$ cat config.mk
export PLATFORM = sky130hd
export DESIGN_NAME = kahve_hakemi
export DESIGN_NICKNAME = d
export VERILOG_FILES = /design/src/rtl/kahve_hakemi_pkg.sv /design/src/rtl/kahve_hakemi_rr_hakem.sv /design/src/rtl/kahve_hakemi.sv
export SDC_FILE = /design/constraint.sdc
export NUM_CORES = 1
export LEC_CHECK = 0
export ABC_AREA = 1
export CAP_MARGIN = 20
export CORE_MARGIN = 4
export CORE_UTILIZATION = 25
export DETAILED_ROUTE_END_ITERATION = 8
export PLACE_DENSITY_LB_ADDON = 0.15
export SLEW_MARGIN = 20
export SYNTH_ARGS = -nofsm -noshare
export SYNTH_HDL_FRONTEND = slang
export SYNTH_SLANG_ARGS = --single-unit
export TNS_END_PERCENT = 20
$ cat constraint.sdc
create_clock -name saat -period 3.58 [get_ports saat]
set_input_delay 0.895 -clock saat [delete_from_list [all_inputs] [get_ports saat]]
set_output_delay 0.895 -clock saat [all_outputs]
set_load 0.1 [all_outputs]
$ cat src/rtl/kahve_hakemi_pkg.sv
// kahve_pkg: shared state encoding and default durations for the coffee order controller.
package kahve_pkg;
    typedef enum logic [2:0] {BOS = 3'd0, DEMLE, SERVIS, BEKLE, BOSALT} durum_t;
    localparam int DEMLEME_VARS = 8;
    localparam int BOSALTMA_VARS = 4;
    localparam int ZAMAN_ASIMI_VARS = 16;
endpackage

$ cat src/rtl/kahve_hakemi_rr_hakem.sv
// rr_hakem: combinational round-robin picker; searches from i_isaretci+1 (mod N).
module rr_hakem #(
    parameter int N = 4,
    localparam int W = $clog2(N)
) (
    input  logic [N-1:0] i_istek,
    input  logic [W-1:0] i_isaretci,
    output logic         o_gecerli,
    output logic [W-1:0] o_kazanan
);
    logic [W-1:0] w_idx;
    // Walk from farthest to nearest so the nearest set bit is assigned last.
    always_comb begin
        o_gecerli = 1'b0;
        o_kazanan = '0;
        w_idx = '0;
        for (int k = N; k >= 1; k--) begin
            w_idx = W'((int'(i_isaretci) + k) % N);
            if (i_istek[w_idx]) begin
                o_gecerli = 1'b1;
                o_kazanan = w_idx;
            end
        end
    end
endmodule

$ cat src/rtl/kahve_hakemi.sv
// kahve_hakemi: round-robin order controller sharing one servis dispenser among stations.
// Defining KAHVE_ZAMAN_ASIMI_EN adds a BEKLE timeout and the sticky hata output.
module kahve_hakemi
    import kahve_pkg::*;
#(
    parameter int ISTASYON_SAYISI = 4,
    parameter int DEMLEME_SURESI = DEMLEME_VARS,
    parameter int BOSALTMA_SURESI = BOSALTMA_VARS,
    parameter int ZAMAN_ASIMI = ZAMAN_ASIMI_VARS,
    localparam int W = $clog2(ISTASYON_SAYISI)
) (
    input  logic                       saat,
    input  logic                       reset,
    input  logic [ISTASYON_SAYISI-1:0] istek,
    input  logic [ISTASYON_SAYISI-1:0] filtre_istek,
    input  logic [ISTASYON_SAYISI-1:0] filtre_tipi_istek,
    output logic [ISTASYON_SAYISI-1:0] onay,
    output logic                       basla,
    output logic                       demlendi,
    output logic                       filtrele,
    output logic                       filtre_tipi,
    input  logic                       bitti,
    input  logic                       bosalt,
    output logic                       mesgul,
    output logic [W-1:0]               aktif_istasyon
`ifdef KAHVE_ZAMAN_ASIMI_EN
    ,
    output logic                       hata
`endif
);
    localparam int N = ISTASYON_SAYISI;
    localparam int MAKS = (DEMLEME_SURESI > BOSALTMA_SURESI) ? DEMLEME_SURESI : BOSALTMA_SURESI;
    localparam int SW = $clog2(MAKS + 1);
    localparam logic [N-1:0] BIR = N'(1);

    durum_t r_durum, w_sonraki;
    logic [SW-1:0] r_sayac;
    logic [W-1:0] r_idx, r_son, w_kazanan;
    logic [N-1:0] r_onay;
    logic r_filtre, r_tip, w_gecerli, w_zaman_doldu;

    rr_hakem #(.N(N)) u_hakem (
        .i_istek(istek),
        .i_isaretci(r_son),
        .o_gecerli(w_gecerli),
        .o_kazanan(w_kazanan)
    );

`ifdef KAHVE_ZAMAN_ASIMI_EN
    localparam int ZW = $clog2(ZAMAN_ASIMI + 1);
    logic [ZW-1:0] r_zaman;
    logic r_hata;
    assign w_zaman_doldu = (r_zaman == ZW'(ZAMAN_ASIMI - 1));
    assign hata = r_hata;
    always_ff @(posedge saat) begin
        if (reset) begin
            r_zaman <= '0;
            r_hata <= 1'b0;
        end else begin
            r_zaman <= (r_durum == BEKLE) ? r_zaman + 1'b1 : '0;
            if (r_durum == BEKLE && !bitti && w_zaman_doldu) r_hata <= 1'b1;
        end
    end
`else
    assign w_zaman_doldu = 1'b0;
`endif

    always_comb begin
        w_sonraki = r_durum;
        case (r_durum)
            BOS:     w_sonraki = w_gecerli ? DEMLE : BOS;
            DEMLE:   w_sonraki = (r_sayac == '0) ? SERVIS : DEMLE;
            SERVIS:  w_sonraki = BEKLE;
            BEKLE:   w_sonraki = bitti ? (bosalt ? BOSALT : BOS) : (w_zaman_doldu ? BOS : BEKLE);
            BOSALT:  w_sonraki = (r_sayac == '0) ? BOS : BOSALT;
            default: w_sonraki = BOS;
        endcase
    end

    always_ff @(posedge saat) begin
        if (reset) begin
            r_durum <= BOS;
            r_sayac <= '0;
            r_idx <= '0;
            r_son <= W'(N - 1);
            r_filtre <= 1'b0;
            r_tip <= 1'b0;
            r_onay <= '0;
        end else begin
            r_durum <= w_sonraki;
            r_onay <= '0;
            if (r_durum == BOS && w_gecerli) begin
                r_idx <= w_kazanan;
                r_filtre <= filtre_istek[w_kazanan];
                r_tip <= filtre_tipi_istek[w_kazanan];
                r_sayac <= SW'(DEMLEME_SURESI - 1);
            end
            if ((r_durum == DEMLE || r_durum == BOSALT) && r_sayac != '0) r_sayac <= r_sayac - 1'b1;
            if (r_durum == BEKLE && bitti) begin
                r_onay <= BIR << r_idx;
                r_son <= r_idx;
                if (bosalt) r_sayac <= SW'(BOSALTMA_SURESI - 1);
            end else if (r_durum == BEKLE && w_zaman_doldu) begin
                r_son <= r_idx;
            end
        end
    end

    assign onay = r_onay;
    assign basla = (r_durum == SERVIS);
    assign demlendi = (r_durum == SERVIS);
    assign filtrele = (r_durum == SERVIS) && r_filtre;
    assign filtre_tipi = (r_durum == SERVIS) && r_tip;
    assign mesgul = (r_durum != BOS);
    assign aktif_istasyon = r_idx;
endmodule
* Word-level counts from Yosys, hierarchy flattened
Index checks and enable logic that the tools add are counted.
** Word-level totals
- Output and inout port bits :: 11
- Word-level logic and storage cells :: 64
- Bits of input ports :: 16
- Register bits :: 17
** Operators by class
- Order comparisons :: 5
- Bitwise logic cells :: 1
- Reduce and logical (&&, ||, !) cells :: 11
- Equal/unequal tests :: 4
- $add $sub $neg :: 5
- Shifts and indexed selects :: 1
- Multiplexer cells :: 30
** Operators by type and width (count)
- $mux W4 :: 4
- $lt A2 B3 Y1 const B :: 5
- $pmux W3 S5 :: 1
- $bmux W1 S2 :: 6
- $mux W1 :: 11
- $mux W2 :: 5
- $mux W3 :: 3
- $eq A3 B2 Y1 const B :: 2
- $logic_and A1 B1 Y1 :: 5
- $add A2 B1 Y2 const B :: 2
- $add A2 B2 Y2 const B :: 2
- $logic_not A4 Y1 :: 1
- $reduce_bool A4 Y1 :: 1
- $shl A1 B2 Y4 const A :: 1
- $sub A4 B1 Y4 const B :: 1
- $eq A3 B1 Y1 const B :: 1
- $eq A3 B3 Y1 const B :: 1
- $logic_not A3 Y1 :: 1
- $reduce_bool A3 Y1 :: 1
- $reduce_or A2 Y1 :: 1
- $logic_or A1 B1 Y1 :: 1
- $not A1 Y1 :: 1

* Depth between registers and ports, before layout
- Depth in word-level cells :: 12
- Depth in mapped cells :: 15
- Mapped depth without buffers :: 14

* Modules after synthesis
A second synthesis with hierarchy kept.
** Second synthesis, totals
- Cell total of the unflattened synthesis :: 168
- Area total of the unflattened synthesis :: 1087.3 µm²
** Modules (own cells, without submodules)
- kahve_hakemi :: sequential area each 340.3 µm², area an instance 840.8 µm², instances 1, cells each 117
- rr_hakem :: sequential area each 0.0 µm², area an instance 246.5 µm², instances 1, cells each 51

* Worst setup path after synthesis
OpenSTA, ideal clock, no wires.
- Kind :: reg2out
- Start point :: register r_durum[2]
- End point :: output filtre_tipi
- Path slack :: -559 ps
- Arrival time :: 3244 ps
- Stages on the path, launching flop included :: 6
- Data required time :: 2685 ps
- Cells stage by stage :: dfxtp_1 inv_1 nand2_1 nor2_1 inv_1 nor2_1
** On the way
- Word-level cells in the longest chain between the ends :: 2
** Ends and longest elaborated chain
- start: declaration :: RTL line kahve_hakemi.sv:36 : durum_t r_durum, w_sonraki;
- start signal: assignment :: RTL line kahve_hakemi.sv:90 : r_durum <= w_sonraki;
- $eq A3 B2 Y1
- via basla :: RTL line kahve_hakemi.sv:18 : output logic basla,
- $logic_and A1 B1 Y1 :: RTL line kahve_hakemi.sv:113 : assign filtre_tipi = (r_durum == SERVIS) && r_tip;
- end: declaration :: RTL line kahve_hakemi.sv:21 : output logic filtre_tipi,
The timed path passes the listed nets, and every way through them passes these cells.

* Worst setup path after layout
- Start point :: register r_onay[3], in the netlist onay[3]
- End point :: output onay[3]
** RTL lines
- start: declaration :: RTL line kahve_hakemi.sv:39 : logic [N-1:0] r_onay;
- start signal: assignment :: RTL line kahve_hakemi.sv:100 : r_onay <= BIR << r_idx;
- end: declaration :: RTL line kahve_hakemi.sv:17 : output logic [ISTASYON_SAYISI-1:0] onay,
No word-level cell between the ends.

==> metrics.txt <==
DR pass1 iterations=4; critical path's slowest cell=clkdlybuf4s50_1; Finished Layout Cells=238; fin. max-slew vios=0; I/O pin cnt=27; CTS clk-pin slew, worst paths=0.07 ns; Worst Reg2Reg Path Length in Cells=12; largest cells by area after synthesis=dfxtp_1, nand2_1, inv_1, nand3_1, nor2_1; post-synth top area share=0.325; number of remaining DRC errors=0; fin nets=207; clk_skew=0.00274 ns; Synth Area per Inst=6.51 µm²; Setup Buffers After CTS=0; hpwl dp=1940 µm; Max FO, Critical Path=1; cell area after synthesis=1050 µm²; synth unique cells=27; relative slew slack=0.355; startpoint types=flop; post-CTS sizing=0; worst path bufs/invs=1; Antenna diodes=0; Power Dens Cells=472 nW/µm²; port bufs=26; Crit path largest cell delay=1.12 ns; Cell Chain, Critical Path=clkdlybuf4s50_1; vias post-DR=1029; vias per cell=4.32; clk buf depth=2; Syn Inst Count=161; Hold Path Depth=1; GRT Total Usage=0.0982; sequential share of the synthesized area=0.325; largest area contributor in the netlist=dfxtp_1; Tightest Pin Transition=0.965 ns; CP Depth=1; Area growth, synth to finish=31.1%; GR Overflow Total=0; pin count of the biggest net entering global routing=13; clock sink count=17; RSZ-0062 raised after global routing=false; CP Capture Type=output pin; clk_lat worst skew=0.25 ns; die width=72.8 µm; Crit path max-delay family=buffers and inverters; final setup TNS=0 ns; layout cell share with drive strength beyond 1=0.186; Power Total=0.649 mW; Fmax=388 MHz; WL/cell=9.79 µm; initial core utilization=0.260; Hold Path Class=flop to flop; max_cap viols=0; Syn Nets=179; Leak=0.645 nW; status=completed; Worst EP arrival=1.68 ns; core area=4030 µm²; peak supply drop=0.238 mV; Hold WS=0.485 ns; cts-stage hold buffer count=0; final WL=2330 µm; minimum clock period=2.58 ns; Die H=72.8 µm; post-synthesis register bit count=17; total die area=5290 µm²; number of global-route vias before repair=995; final setup vio count=0; required time worst endpoint=2.68 ns; fin crit share=0.720; Site Rows=23; DP Cell Count=234; Fin. Hold Viols=0; antenna violations before repair=0; H-tree Lvls=1; CTS tree=done; antenna viol nets, final=0; root buf cell=clkbuf_8; CTS buffer count=3; crit path kind=flop to output pin; global-route wire length before repair=4170 µm; DRT iter0 DRCs=55; GPL Wtd Cong=0.803; Ys Warns=0
==> layer usage <==
| metal | routed length (µm) | vias up | GRT usage | part of all wire |
|---|---|---|---|---|
| li1 | - | 556 | - | - |
| met1 | 1170 | 447 | 0.130 | 0.50 |
| met2 | 1020 | 24 | 0.156 | 0.44 |
| met3 | 131 | 2 | 0.0331 | 0.056 |
| met4 | 11 | 0 | 0.0184 | 0.0047 |
| met5 | 0 | - | 0 | 0 |
==> through the flow <==
step / utilization / cell area [µm²] / setup WS, ns
2_1_floorplan: - / 1060 / 0.368
3_3_place_gp: 0.330 / 1330 / 0.926
3_5_place_dp: 0.330 / 1330 / 0.831
4_1_cts: 0.341 / 1380 / 0.985
5_1_grt: 0.341 / 1380 / 0.955
6_report: 0.341 / 1380 / 1.00
==> synth_stat cells, drive strengths merged <==
cell    number
nand2       49
inv         30
nor2        19
dfxtp       17
nand3       14
a21oi        8
o21ai        5
a31oi        4
buf          3
nor3         3
ha           2
nand4        2
a211oi       1
a41oi        1
and2         1
o21a         1
or2          1
==> flip-flops by register name, summed over array words and instances, names as in the netlist <==
name            flops
r_tip               1
r_filtre            1
onay                4
r_son               2
aktif_istasyon      2
r_sayac             4
r_durum             3
==> cell type report <==
| type | count | area, µm² |
|---|---|---|
| Clock buffer | 3 | 41.3 |
| Clock inverter | 1 | 5.00 |
| Fill cell | 454 | 2650 |
| Inverter | 30 | 120 |
| Multi-Input combinational cell | 111 | 566 |
| Sequential cell | 17 | 340 |
| Tap cell | 50 | 62.6 |
| Timing Repair Buffer | 26 | 240 |
==> report_power, final <==
| part | total, mW | switching [mW] | internal [mW] |
|---|---|---|---|
| Clock | 0.143 | 0.0656 | 0.0772 |
| Combinational | 0.275 | 0.195 | 0.0805 |
| Sequential | 0.230 | 0.0174 | 0.213 |
==> cell usage in the layout (no fill, tap or decap), types with 2 or more instances in the layout <==
cell type,synthesis,routed
a21oi_1,5,5
a21oi_2,3,3
a31oi_1,4,4
buf_4,1,8
clkbuf_8,0,3
clkdlybuf4s50_1,0,18
dfxtp_1,17,17
ha_1,2,2
inv_1,27,27
inv_2,2,2
nand2_1,41,41
nand2_2,8,8
nand3_1,13,13
nand4_1,2,2
nor2_1,17,14
nor2_2,1,4
nor3_1,3,3
o21ai_1,2,2
o21ai_2,2,2
==> cells by family (layout without fill, tap and decap cells) <==
kind of cell / Yosys count / after routing / share of synthesized area
AND/OR/NAND/NOR: 89 / 89 / 0.382
buffers and inverters: 33 / 60 / 0.143
AO/OA/AOI/OAI: 20 / 20 / 0.126
flip-flops: 17 / 17 / 0.325
adder cells (fa/ha/maj): 2 / 2 / 0.0239
==> final timing paths <==
kind	slack [ns]	startpoint	to
max	1.00	onay[3]	onay[3]
min	0.48	aktif_istasyon[1]	onay[0]
max reg2reg	1.62	r_son[0]	r_filtre
min reg2reg	0.48	aktif_istasyon[1]	onay[0]
Power figures use the tool's default switching activity.
